**src/rtl/add_pipe_seg_pkg.sv**
```systemverilog
// Shared configuration for the segmented pipelined adder: default sizes and
// helpers deriving the segment width and validating the split.
package add_pipe_seg_pkg;

  localparam int DEF_W    = 64;
  localparam int DEF_NSEG = 4;

  function automatic bit seg_cfg_ok(input int w, input int nseg);
    return (nseg >= 1) && (nseg <= w) && ((w % nseg) == 0);
  endfunction

  function automatic int seg_width(input int w, input int nseg);
    return (nseg >= 1) ? (w / nseg) : w;
  endfunction

endpackage

```
**src/rtl/add_pipe_seg_if.sv**
```systemverilog
// Operand/result stream bundle for add_pipe_seg; the sub field exists only
// when ADD_PIPE_SUB_EN is defined.
interface add_pipe_seg_if
  import add_pipe_seg_pkg::*;
#(
  parameter int W = DEF_W
);
  logic         in_valid;
  logic         in_ready;
  logic [W-1:0] a;
  logic [W-1:0] b;
  logic         cin;
`ifdef ADD_PIPE_SUB_EN
  logic         sub;
`endif
  logic         out_valid;
  logic         out_ready;
  logic [W-1:0] sum;
  logic         cout;

  modport master (
    output in_valid, a, b, cin, out_ready,
`ifdef ADD_PIPE_SUB_EN
           sub,
`endif
    input  in_ready, out_valid, sum, cout
  );

  modport slave (
    input  in_valid, a, b, cin, out_ready,
`ifdef ADD_PIPE_SUB_EN
           sub,
`endif
    output in_ready, out_valid, sum, cout
  );
endinterface

```
**src/rtl/add_pipe_seg_stage.sv**
```systemverilog
// One carry segment: SW-bit adder with registered sum, carry-out and valid,
// updated only while the pipe advances.
module add_pipe_stage #(
  parameter int SW = 16
) (
  input  logic          clk,
  input  logic          rst,
  input  logic          en_i,
  input  logic          vld_i,
  input  logic [SW-1:0] a_i,
  input  logic [SW-1:0] b_i,
  input  logic          c_i,
  output logic [SW-1:0] sum_o,
  output logic          c_o,
  output logic          vld_o
);
  logic [SW:0]   res_d;
  logic [SW-1:0] sum_q;
  logic          c_q;
  logic          vld_q;

  assign res_d = {1'b0, a_i} + {1'b0, b_i} + {{SW{1'b0}}, c_i};

  always_ff @(posedge clk) begin
    if (rst) begin
      sum_q <= '0;
      c_q   <= 1'b0;
      vld_q <= 1'b0;
    end else if (en_i) begin
      sum_q <= res_d[SW-1:0];
      c_q   <= res_d[SW];
      vld_q <= vld_i;
    end
  end

  assign sum_o = sum_q;
  assign c_o   = c_q;
  assign vld_o = vld_q;
endmodule

```
**src/rtl/add_pipe_seg.sv**
```systemverilog
// W-bit adder pipelined as NSEG carry segments, latency NSEG, whole pipe freezes on stall.
// ADD_PIPE_SUB_EN adds a captured sub select computing a - b (cout = ~borrow).
module add_pipe_seg
  import add_pipe_seg_pkg::*;
#(
  parameter int W    = DEF_W,
  parameter int NSEG = DEF_NSEG
) (
  input  logic          clk,
  input  logic          rst,
  add_pipe_seg_if.slave bus
);
  localparam int SW = seg_width(W, NSEG);

  if (!seg_cfg_ok(W, NSEG)) begin : g_cfg_err
    $error("add_pipe_seg: W must be a multiple of NSEG with 1 <= NSEG <= W");
  end

  logic         adv;
  logic         c0;
  logic [W-1:0] b_in;

  assign adv          = bus.out_ready | ~bus.out_valid;
  assign bus.in_ready = adv;

`ifdef ADD_PIPE_SUB_EN
  // Inverting b once at entry lets the skewed upper segments carry it already inverted.
  assign b_in = bus.sub ? ~bus.b : bus.b;
  assign c0   = bus.sub | bus.cin;
`else
  assign b_in = bus.b;
  assign c0   = bus.cin;
`endif

  for (genvar k = 0; k < NSEG; k++) begin : g_seg
    logic [SW-1:0]       a_seg;
    logic [SW-1:0]       b_seg;
    logic [SW-1:0]       s_seg;
    logic                c_seg;
    logic                v_seg;
    logic                c_out;
    logic                v_out;
    logic [(k+1)*SW-1:0] done;

    if (k == 0) begin : g_in
      assign a_seg = bus.a[SW-1:0];
      assign b_seg = b_in[SW-1:0];
      assign c_seg = c0;
      assign v_seg = bus.in_valid;
      assign done  = s_seg;
    end else begin : g_in
      logic [k*SW-1:0] lo_d;
      logic [k*SW-1:0] lo_q;

      assign a_seg = g_seg[k-1].g_skew.a_rem_q[SW-1:0];
      assign b_seg = g_seg[k-1].g_skew.b_rem_q[SW-1:0];
      assign c_seg = g_seg[k-1].c_out;
      assign v_seg = g_seg[k-1].v_out;
      assign lo_d  = g_seg[k-1].done;
      assign done  = {s_seg, lo_q};

      // Finished lower segments ride along so the whole sum leaves in one cycle.
      always_ff @(posedge clk) begin
        if (rst)      lo_q <= '0;
        else if (adv) lo_q <= lo_d;
      end
    end

    if (k < NSEG-1) begin : g_skew
      localparam int RW = W - (k+1)*SW;
      logic [RW-1:0] a_rem_d;
      logic [RW-1:0] b_rem_d;
      logic [RW-1:0] a_rem_q;
      logic [RW-1:0] b_rem_q;

      if (k == 0) begin : g_src
        assign a_rem_d = bus.a[W-1:SW];
        assign b_rem_d = b_in[W-1:SW];
      end else begin : g_src
        assign a_rem_d = g_seg[k-1].g_skew.a_rem_q[RW+SW-1:SW];
        assign b_rem_d = g_seg[k-1].g_skew.b_rem_q[RW+SW-1:SW];
      end

      always_ff @(posedge clk) begin
        if (rst) begin
          a_rem_q <= '0;
          b_rem_q <= '0;
        end else if (adv) begin
          a_rem_q <= a_rem_d;
          b_rem_q <= b_rem_d;
        end
      end
    end

    add_pipe_stage #(.SW(SW)) u_stage (
      .clk   (clk),
      .rst   (rst),
      .en_i  (adv),
      .vld_i (v_seg),
      .a_i   (a_seg),
      .b_i   (b_seg),
      .c_i   (c_seg),
      .sum_o (s_seg),
      .c_o   (c_out),
      .vld_o (v_out)
    );
  end

  assign bus.sum       = g_seg[NSEG-1].done;
  assign bus.cout      = g_seg[NSEG-1].c_out;
  assign bus.out_valid = g_seg[NSEG-1].v_out;
endmodule
```
**src/flat_wrapper.sv**
```systemverilog
// flat-port wrapper written by rule: the top's interface ports become plain ports
module add_pipe_seg_flat import add_pipe_seg_pkg::*;
#(
  parameter int W    = DEF_W,
  parameter int NSEG = DEF_NSEG
)
  (clk, rst, bus_in_valid, bus_a, bus_b, bus_cin, bus_out_ready, bus_in_ready, bus_out_valid, bus_sum, bus_cout);
  add_pipe_seg_if #(.W(W)) bus_i ();
  input  logic clk;
  input  logic rst;
  input wire logic [$bits(bus_i.in_valid)-1:0] bus_in_valid;
  input wire logic [$bits(bus_i.a)-1:0] bus_a;
  input wire logic [$bits(bus_i.b)-1:0] bus_b;
  input wire logic [$bits(bus_i.cin)-1:0] bus_cin;
  input wire logic [$bits(bus_i.out_ready)-1:0] bus_out_ready;
  output wire logic [$bits(bus_i.in_ready)-1:0] bus_in_ready;
  output wire logic [$bits(bus_i.out_valid)-1:0] bus_out_valid;
  output wire logic [$bits(bus_i.sum)-1:0] bus_sum;
  output wire logic [$bits(bus_i.cout)-1:0] bus_cout;
  assign bus_i.in_valid = bus_in_valid;
  assign bus_i.a = bus_a;
  assign bus_i.b = bus_b;
  assign bus_i.cin = bus_cin;
  assign bus_i.out_ready = bus_out_ready;
  assign bus_in_ready = bus_i.in_ready;
  assign bus_out_valid = bus_i.out_valid;
  assign bus_sum = bus_i.sum;
  assign bus_cout = bus_i.cout;
  add_pipe_seg #(.W(W), .NSEG(NSEG)) u_core (.clk(clk), .rst(rst), .bus(bus_i));
endmodule
```
**config.mk**
```make
export PLATFORM = sky130hd
export DESIGN_NAME = add_pipe_seg_flat
export DESIGN_NICKNAME = d
export VERILOG_FILES = /design/src/rtl/add_pipe_seg_pkg.sv /design/src/rtl/add_pipe_seg_if.sv /design/src/rtl/add_pipe_seg_stage.sv /design/src/rtl/add_pipe_seg.sv /design/src/flat_wrapper.sv
export SDC_FILE = /design/constraint.sdc
export NUM_CORES = 1
export LEC_CHECK = 0
export ABC_AREA = 1
export CORE_MARGIN = 5
export CORE_UTILIZATION = 57
export DETAILED_ROUTE_END_ITERATION = 10
export GPL_ROUTABILITY_DRIVEN = 0
export GPL_TIMING_DRIVEN = 0
export PLACE_DENSITY = 0.84
export SLEW_MARGIN = 20
export SYNTH_ARGS = -nofsm -noshare
export SYNTH_HDL_FRONTEND = slang
export SYNTH_HIERARCHICAL = 1
export SYNTH_SLANG_ARGS = --single-unit
```
**constraint.sdc**
```tcl
create_clock -name clk -period 2.4 [get_ports clk]
set_input_delay 0.48 -clock clk [delete_from_list [all_inputs] [get_ports clk]]
set_output_delay 0.48 -clock clk [all_outputs]
set_load 0.01 [all_outputs]
```
# Yosys cells after proc, flatten, opt, wreduce, memory -nomap -nowiden

Cells that the tools add are included.

Bits in registers: 360
Bits of input ports: 133

$add $sub $neg: 8
Bitwise gates (word level): 2

Operators with widths:

| operator                | count |
|---|---|
| adder 16 x 16 -> 17 bit | 4 |
| adder 17 x 1 -> 17 bit  | 4 |
| inverter 1 bit          | 1 |
| OR 1 bit                | 1 |

# Depth between registers and ports, before layout

Gate-level depths: netlist (run 1).

Word-level depth: 2
Mapped depth: 12

# Hierarchy

The synthesis (run 1) kept the hierarchy.

By module, submodules not included:

| module                                        | times used | cells each | area each (um2) |
|---|---|---|---|
| add_pipe_seg                                  | 1          | 1858       | 12139.1 |
| add_pipe_stage at u_core.g_seg[1].u_stage ... | 2          | 276        | 1652.8 |
| add_pipe_stage at u_core.g_seg[0].u_stage     | 1          | 276        | 1672.9 |
| add_pipe_stage at u_core.g_seg[3].u_stage     | 1          | 278        | 1669.1 |

# Worst setup path before layout (run 1)

Ideal clock, no wire load.

Path type: in2reg
Start: in bus_a[0]
End: reg u_core.g_seg[0].u_stage.sum_q[8]
Setup time: 0.109 ns
Data arrival time: 1.938 ns
Setup slack: 0.353 ns
Cell stages on the path: 11
Cells stage by stage: fa_1 > fa_1 > nand2_1 > nand2_1 > and2_4 > nand2_2 > nand2_2 > xnor2_1 > nand2_1 > nand2_1 > inv_1

Word-level cells in the longest chain between the ends: 2

RTL lines:

| item                    | line                     | text |
|---|---|---|
| start: declaration      | flat_wrapper.sv:12       | `input wire logic [$bits(bus_i.a)-1:0] bus_a;` |
| adder 16 x 16 -> 17 bit | add_pipe_seg_stage.sv:22 | `assign res_d = {1'b0, a_i} + {1'b0, b_i} + {{SW{1'b0}}, c_i};` |
| adder 17 x 1 -> 17 bit  | add_pipe_seg_stage.sv:22 |  |
| end signal: assignment  | add_pipe_seg_stage.sv:30 | `sum_q <= res_d[SW-1:0];` |
| end: declaration        | add_pipe_seg_stage.sv:18 | `logic [SW-1:0] sum_q;` |

No other way between the ends.
A chain may end at the register's enable or synchronous reset.

==> results.toml, run 1 <==
[timing]
whs_ns = 0.484
clock.fmax_ghz = 0.420
fin_crit_sh_pct = 99.2
period_needed_ns = 2.38
hold_viol = 0
relSlewSlack_pct = 25.2
grt_setup_unrepaired = "no"
timing.setup.tns_ns = 0
worst_slew_pin_slew_ns = 1.12
skew_ns = 0.0112
report.final.slew_viol_count = 0
finalSetupViolations = 0

[die]
initial_core_util_pct = 57.7
die_h_um = 192
ios = 200
fp.coreArea_um2 = 32500
die_x_um = 192
fp.dieArea_um2 = 36700
rows = 66

[worst_setup_path]
r2r_cells = 11
reg2reg_from = "u_core/g_seg[1].g_skew.a_rem_q[0]$_SDFFE_PP0P_"
cp.arrival_ns = 2.79
endpoint_kind = "flip-flop"
r2r-end = "u_core/g_seg[2].u_stage/sum_o[12]$_SDFFE_PP0P_"
r2r_setup_slack_ns = 0.17
cp_max_fo = 15
startpoint_type = "input pin"
crit_type = "in -> reg"
crit_required_ns = 2.81

[routing]
drtIter0Drc = 1312
drc = 0
totalWireLength_mm = 50.7
post_drt_wl_per_cell_um = 13.8
detail-route-antenna-nets = 0
drt_pass1_iterations = 5
avgViaCountPerCell = 5.01
vias = 18409

[global_routing]
grt_pass1_vias = 17569
grt_pass1_wl_mm = 82.5
antenna_found_initial = 0
grt_start_max_net_pins = 20
globalRouteTotalUtil_pct = 27.2
grt.overflow.total = 0

[outcome]
status = "finished, final reports clean"

[placed_design]
port_buffers = 199
post_dp_cell_area_um2 = 21300
dpl.hpwl_mm = 37.5

[final_layout]
seq_area_um2 = 7210
multiInputGateArea_um2 = 8950
diodes = 0
layout_common_cells = "nor2_1, nand2_1, inv_1"
fillers = 2699
nNetsFinal = 3406
final_common_cell = "nor2_1"
drive_above_1_share_pct = 7.15
syn_to_final_growth_pct = 21.0
final_area_um2 = 22700

[yosys]
ys_types = 35
synth_seq_cells = 360
syn-num-nets = 3165
netlist_area_um2 = 18800
ys_warn_count = 6
syn_inst = 2964
yosysSeqAreaShare_pct = 38.4
synth.avg_cell_area_um2 = 6.34

[clock_tree]
cts_max_level = 2
cts_max_path_buffers = 3
clock_latency_ns = 0.52
cts_made_buffers = 39
clkTransAtPathRegs_ns = 0.06
clock-root-buffer = "clkbuf_16"
cts_tree = "yes"
clock_sinks = 360

[pwr]
power.leakage_nw = 11.1
powerDensity_nw_per_um2 = 663
ir_worst_vdd_mv = 0.490

[worst_hold_path]
hold_start = "u_core/g_seg[1].g_skew.a_rem_q[31]$_SDFFE_PP0P_"
min_path_type = "reg -> reg"
min_to = "u_core/g_seg[2].g_skew.a_rem_q[15]$_SDFFE_PP0P_"
whs_path_depth = 2

[flow_run]
maxCapViolCount = 0
## synthesized netlist by cell type (all sizes together)
master | number | area share [%]
ha | 60 | 4.0
o21ai | 30 | 0.80
nor3 | 16 | 0.67
nand2 | 636 | 13
nor2 | 737 | 15
o31ai | 4 | 0.16
dlygate4sd1 | 1 | 0.047
a21oi | 36 | 1.0
buf | 92 | 2.4
nand4 | 4 | 0.13
fa | 8 | 0.85
xor2 | 11 | 0.51
nand3 | 374 | 10
dfxtp | 360 | 38
and2 | 4 | 0.19
or2 | 7 | 0.25
nand3b | 7 | 0.28
dlymetal6s2s | 1 | 0.067
xnor2 | 7 | 0.33
o211ai | 10 | 0.40
inv | 512 | 10
clkbuf | 47 | 1.2
## through the flow
stage	total power, mW	util (%)	std cells	worst slack (ns)
3_3_place_gp	8.85	65.6	3605	-1.07
3_5_place_dp	8.92	65.6	3605	-1.12
4_1_cts	15.1	69.9	3675	0.0440
2_1_floorplan	8.12	-	2964	0.353
6_report	15.1	69.9	3675	0.0202
5_1_grt	15.7	69.9	3675	0.000466
## worst max-delay path by stage
stage	endpoint	from	cells after the start
floorplan	u_core/g_seg[0].u_stage/sum_o[8]$_SDFFE_PP0P_	bus_a[0]	11
global placement	u_core/g_seg[1].g_in.lo_q[1]$_SDFFE_PP0P_	rst	6
global route	bus_in_ready	u_core/g_seg[3].u_stage/vld_o$_SDFFE_PP0P_	6
CTS	bus_in_ready	u_core/g_seg[3].u_stage/vld_o$_SDFFE_PP0P_	6
finish	u_core/g_seg[1].g_in.lo_q[2]$_SDFFE_PP0P_	rst	6
detailed placement	u_core/g_seg[1].g_in.lo_q[1]$_SDFFE_PP0P_	rst	6
## kinds of logic (layout without fill, tap and decap cells)
group           Yosys count  count (layout)  share of synthesized area (%)
flops                   360             360                           38.4
simple gates           1785            1785                           39.6
xor+xnor                 18              18                          0.839
compound gates           80              80                           2.36
fa+ha+maj                68              68                           4.85
buf+inv                 653             922                           14.0
## final cells by class
type / count / area share (%)
inverter: 512 / 8.47
clock inverter: 14 / 0.765
timing repair buffer: 201 / 8.82
multi-input combinational: 1951 / 39.4
sequential: 360 / 31.7
tap: 442 / 2.43
buffer: 140 / 3.20
clock buffer: 55 / 5.19
## sequential cells by signal, indices dropped and copies added, names as in the netlist
| signal | cells |
|---|---|
| u_core/g_seg.g_skew.a_rem_q | 96 |
| u_core/g_seg.u_stage/c_o | 4 |
| u_core/g_seg.g_in.lo_q | 96 |
| u_core/g_seg.u_stage/sum_o | 64 |
| u_core/g_seg.g_skew.b_rem_q | 96 |
| u_core/g_seg.u_stage/vld_o | 4 |
## where the power goes
group | internal (mW) | switching (mW) | total (mW) | leakage [nW]
combinational | 0.951 | 1.27 | 2.22 | 7.47
sequential | 6.38 | 0.245 | 6.62 | 2.96
clock | 3.84 | 2.38 | 6.23 | 0.678
## worst max-delay path, cell delays in order
cell           delay (ns)
dlygate4sd2_1        0.94
inv_2                0.36
clkbuf_2             0.43
buf_1                0.34
nand2_1              0.16
nor2_1               0.05
## per-layer routing
metal / track usage [%] / part of all wire (%) / wire length (µm) / vias up
met5: 0 / 0 / 0 / -
met1: 32.5 / 40 / 20400 / 8208
met3: 4.47 / 7.0 / 3570 / 159
met4: 12.9 / 5.1 / 2590 / 0
li1: - / - / - / 9374
met2: 47.8 / 48 / 24100 / 668
## what timing repair did
item,CTS,global route
pin swaps,1,0
hold buffers,0,0
setup buffers,2,0
hold endpoints to repair,0,0
gates resized for setup,13,2
setup endpoints to repair,293,6
No activity file was read; power rests on OpenSTA's default activity.
==> run 2, diff against run 1 <==
--- a/config.mk
+++ b/config.mk
@@ -12,6 +12,7 @@
 export GPL_ROUTABILITY_DRIVEN = 0
 export GPL_TIMING_DRIVEN = 0
 export PLACE_DENSITY = 0.84
+export REMOVE_ABC_BUFFERS = 1
 export SLEW_MARGIN = 20
 export SYNTH_ARGS = -nofsm -noshare
 export SYNTH_HDL_FRONTEND = slang
==> results.toml, run 2 (synthesis results as in run 1) <==
[worst_setup_path]
crit_required_ns = 1.92
cp_max_fo = 17
crit_type = "reg -> out"
cp.arrival_ns = 1.81
startpoint_type = "flip-flop"
r2r_setup_slack_ns = 0.20
endpoint_kind = "output pin"

[global_routing]
grt_start_max_net_pins = 137
globalRouteTotalUtil_pct = 25.1
antenna_found_initial = 0
grt.overflow.total = 0
grt_pass1_wl_mm = 78.4
grt_pass1_vias = 17281

[timing]
relSlewSlack_pct = 51.5
worst_slack_ns = 0.111
finalSetupViolations = 0
fin_crit_sh_pct = 95.4
worst_slew_pin_slew_ns = 0.727
hold_viol = 0
report.final.slew_viol_count = 0
clock.fmax_ghz = 0.437
skew_ns = 0.0139
grt_setup_unrepaired = "no"
period_needed_ns = 2.29
timing.setup.tns_ns = 0

[die]
fp.dieArea_um2 = 36700
die_x_um = 192
die_h_um = 192
ios = 200
rows = 66
initial_core_util_pct = 57.7
fp.coreArea_um2 = 32500

[routing]
vias = 17904
drtIter0Drc = 1563
drc = 0
avgViaCountPerCell = 5.03
totalWireLength_mm = 47.0
detail-route-antenna-nets = 0
drt_pass1_iterations = 6
post_drt_wl_per_cell_um = 13.2

[clock_tree]
cts_max_level = 2
cts_made_buffers = 39
clkTransAtPathRegs_ns = 0.06
clock_sinks = 360
cts_max_path_buffers = 3
cts_tree = "yes"
clock_latency_ns = 0.52
clock-root-buffer = "clkbuf_16"
ctsHoldBuffers = 0

[flow_run]
maxCapViolCount = 0

[placed_design]
dp_cells = 3478
port_buffers = 199
dpl.hpwl_mm = 29.9
place_ws_ns = -0.631

[final_layout]
fillers = 2679
syn_to_final_growth_pct = 20.2
drive_above_1_share_pct = 5.19
final_common_cell = "nor2_1"
diodes = 0
final_cell_count_no_fill = 3562
reg_top3 = "u_core/g_seg.g_skew.a_rem_q: 96 flops, u_core/g_seg.g_skew.b_rem_q: 96 flops, u_core/g_seg.g_in.lo_q: 96 flops"
layout_common_cells = "nor2_1, nand2_1, inv_1"
nNetsFinal = 3294

[pwr]
powerDensity_nw_per_um2 = 650
ir_worst_vdd_mv = 0.413
power.leakage_nw = 10.8

[worst_hold_path]
min_path_type = "reg -> reg"

[outcome]
status = "finished, final reports clean"
-- run 2: changes by cell type in the layout (fill, tap and decap cells not counted), moves of 4 or more --
cell,previous run,this run
clkbuf_1,42,12
buf_1,11,0
clkbuf_8,14,8
buf_2,76,0
buf_16,0,13
bufbuf_16,0,5
clkinv_2,9,5
-- run 2: stage by stage --
| step | power (mW) | instance area, µm² | hold WS (ns) | util [%] |
|---|---|---|---|---|
| 6_report | 14.7 | 22600 | 0.478 | 69.4 |
| 5_1_grt | 15.3 | 22600 | 0.493 | 69.4 |
| 4_1_cts | 14.8 | 22500 | 0.479 | 69.2 |
| 3_5_place_dp | 8.85 | 21000 | 0.469 | 64.6 |
| 3_3_place_gp | 8.86 | 20600 | 0.459 | 63.4 |
| 2_1_floorplan | 8.12 | 18100 | 0.449 | - |
-- run 2: per-layer routing --
metal	vias to the layer above	global-route usage [%]	part of all wire (%)
met3	127	3.76	6.5
met2	629	43.8	48
met5	-	0	0
met4	0	9.45	3.3
met1	8004	31.4	42
li1	9144	-	-
-- run 2: timing repair --
item                                    CTS  global route
gates resized for setup                   6             0
setup buffers                             7             2
endpoints found under the setup margin    3             1
pin swaps                                 1             0
gates cloned                              6             1
-- run 2: area by class of cell --
class	instances	area, µm²	area share (%)
well taps	442	553	2.45
inverters	512	1950	8.65
clock inverters	7	66.3	0.294
repair inverters	1	8.76	0.0388
multi-input cells	1951	8950	39.7
flip-flops and latches	360	7210	31.9
repair buffers	228	2650	11.7
clock buffers	61	1180	5.23
-- run 2: final timing paths --
path	from	end	cells after the start
max	u_core/g_seg[3].u_stage/vld_o$_SDFFE_PP0P_	bus_out_valid	3
min	u_core/g_seg[1].g_in.lo_q[7]$_SDFFE_PP0P_	u_core/g_seg[2].g_in.lo_q[7]$_SDFFE_PP0P_	2
max reg2reg	u_core/g_seg[2].g_skew.a_rem_q[0]$_SDFFE_PP0P_	u_core/g_seg[3].u_stage/sum_o[14]$_SDFFE_PP0P_	12
min reg2reg	u_core/g_seg[1].g_in.lo_q[7]$_SDFFE_PP0P_	u_core/g_seg[2].g_in.lo_q[7]$_SDFFE_PP0P_	2
-- run 2: critical path, stage by stage (launching register included) --
cell and delay (ns):
dfxtp_4 0.39, buf_16 0.17, buf_16 0.17, clkdlybuf4s50_1 0.55
-- run 2: power breakdown --
part           total [mW]  internal (mW)  switching, mW
registers            6.61           6.38          0.231
logic                2.20          0.970           1.24
clock network        5.86           3.48           2.38
total                14.7           10.8           3.84
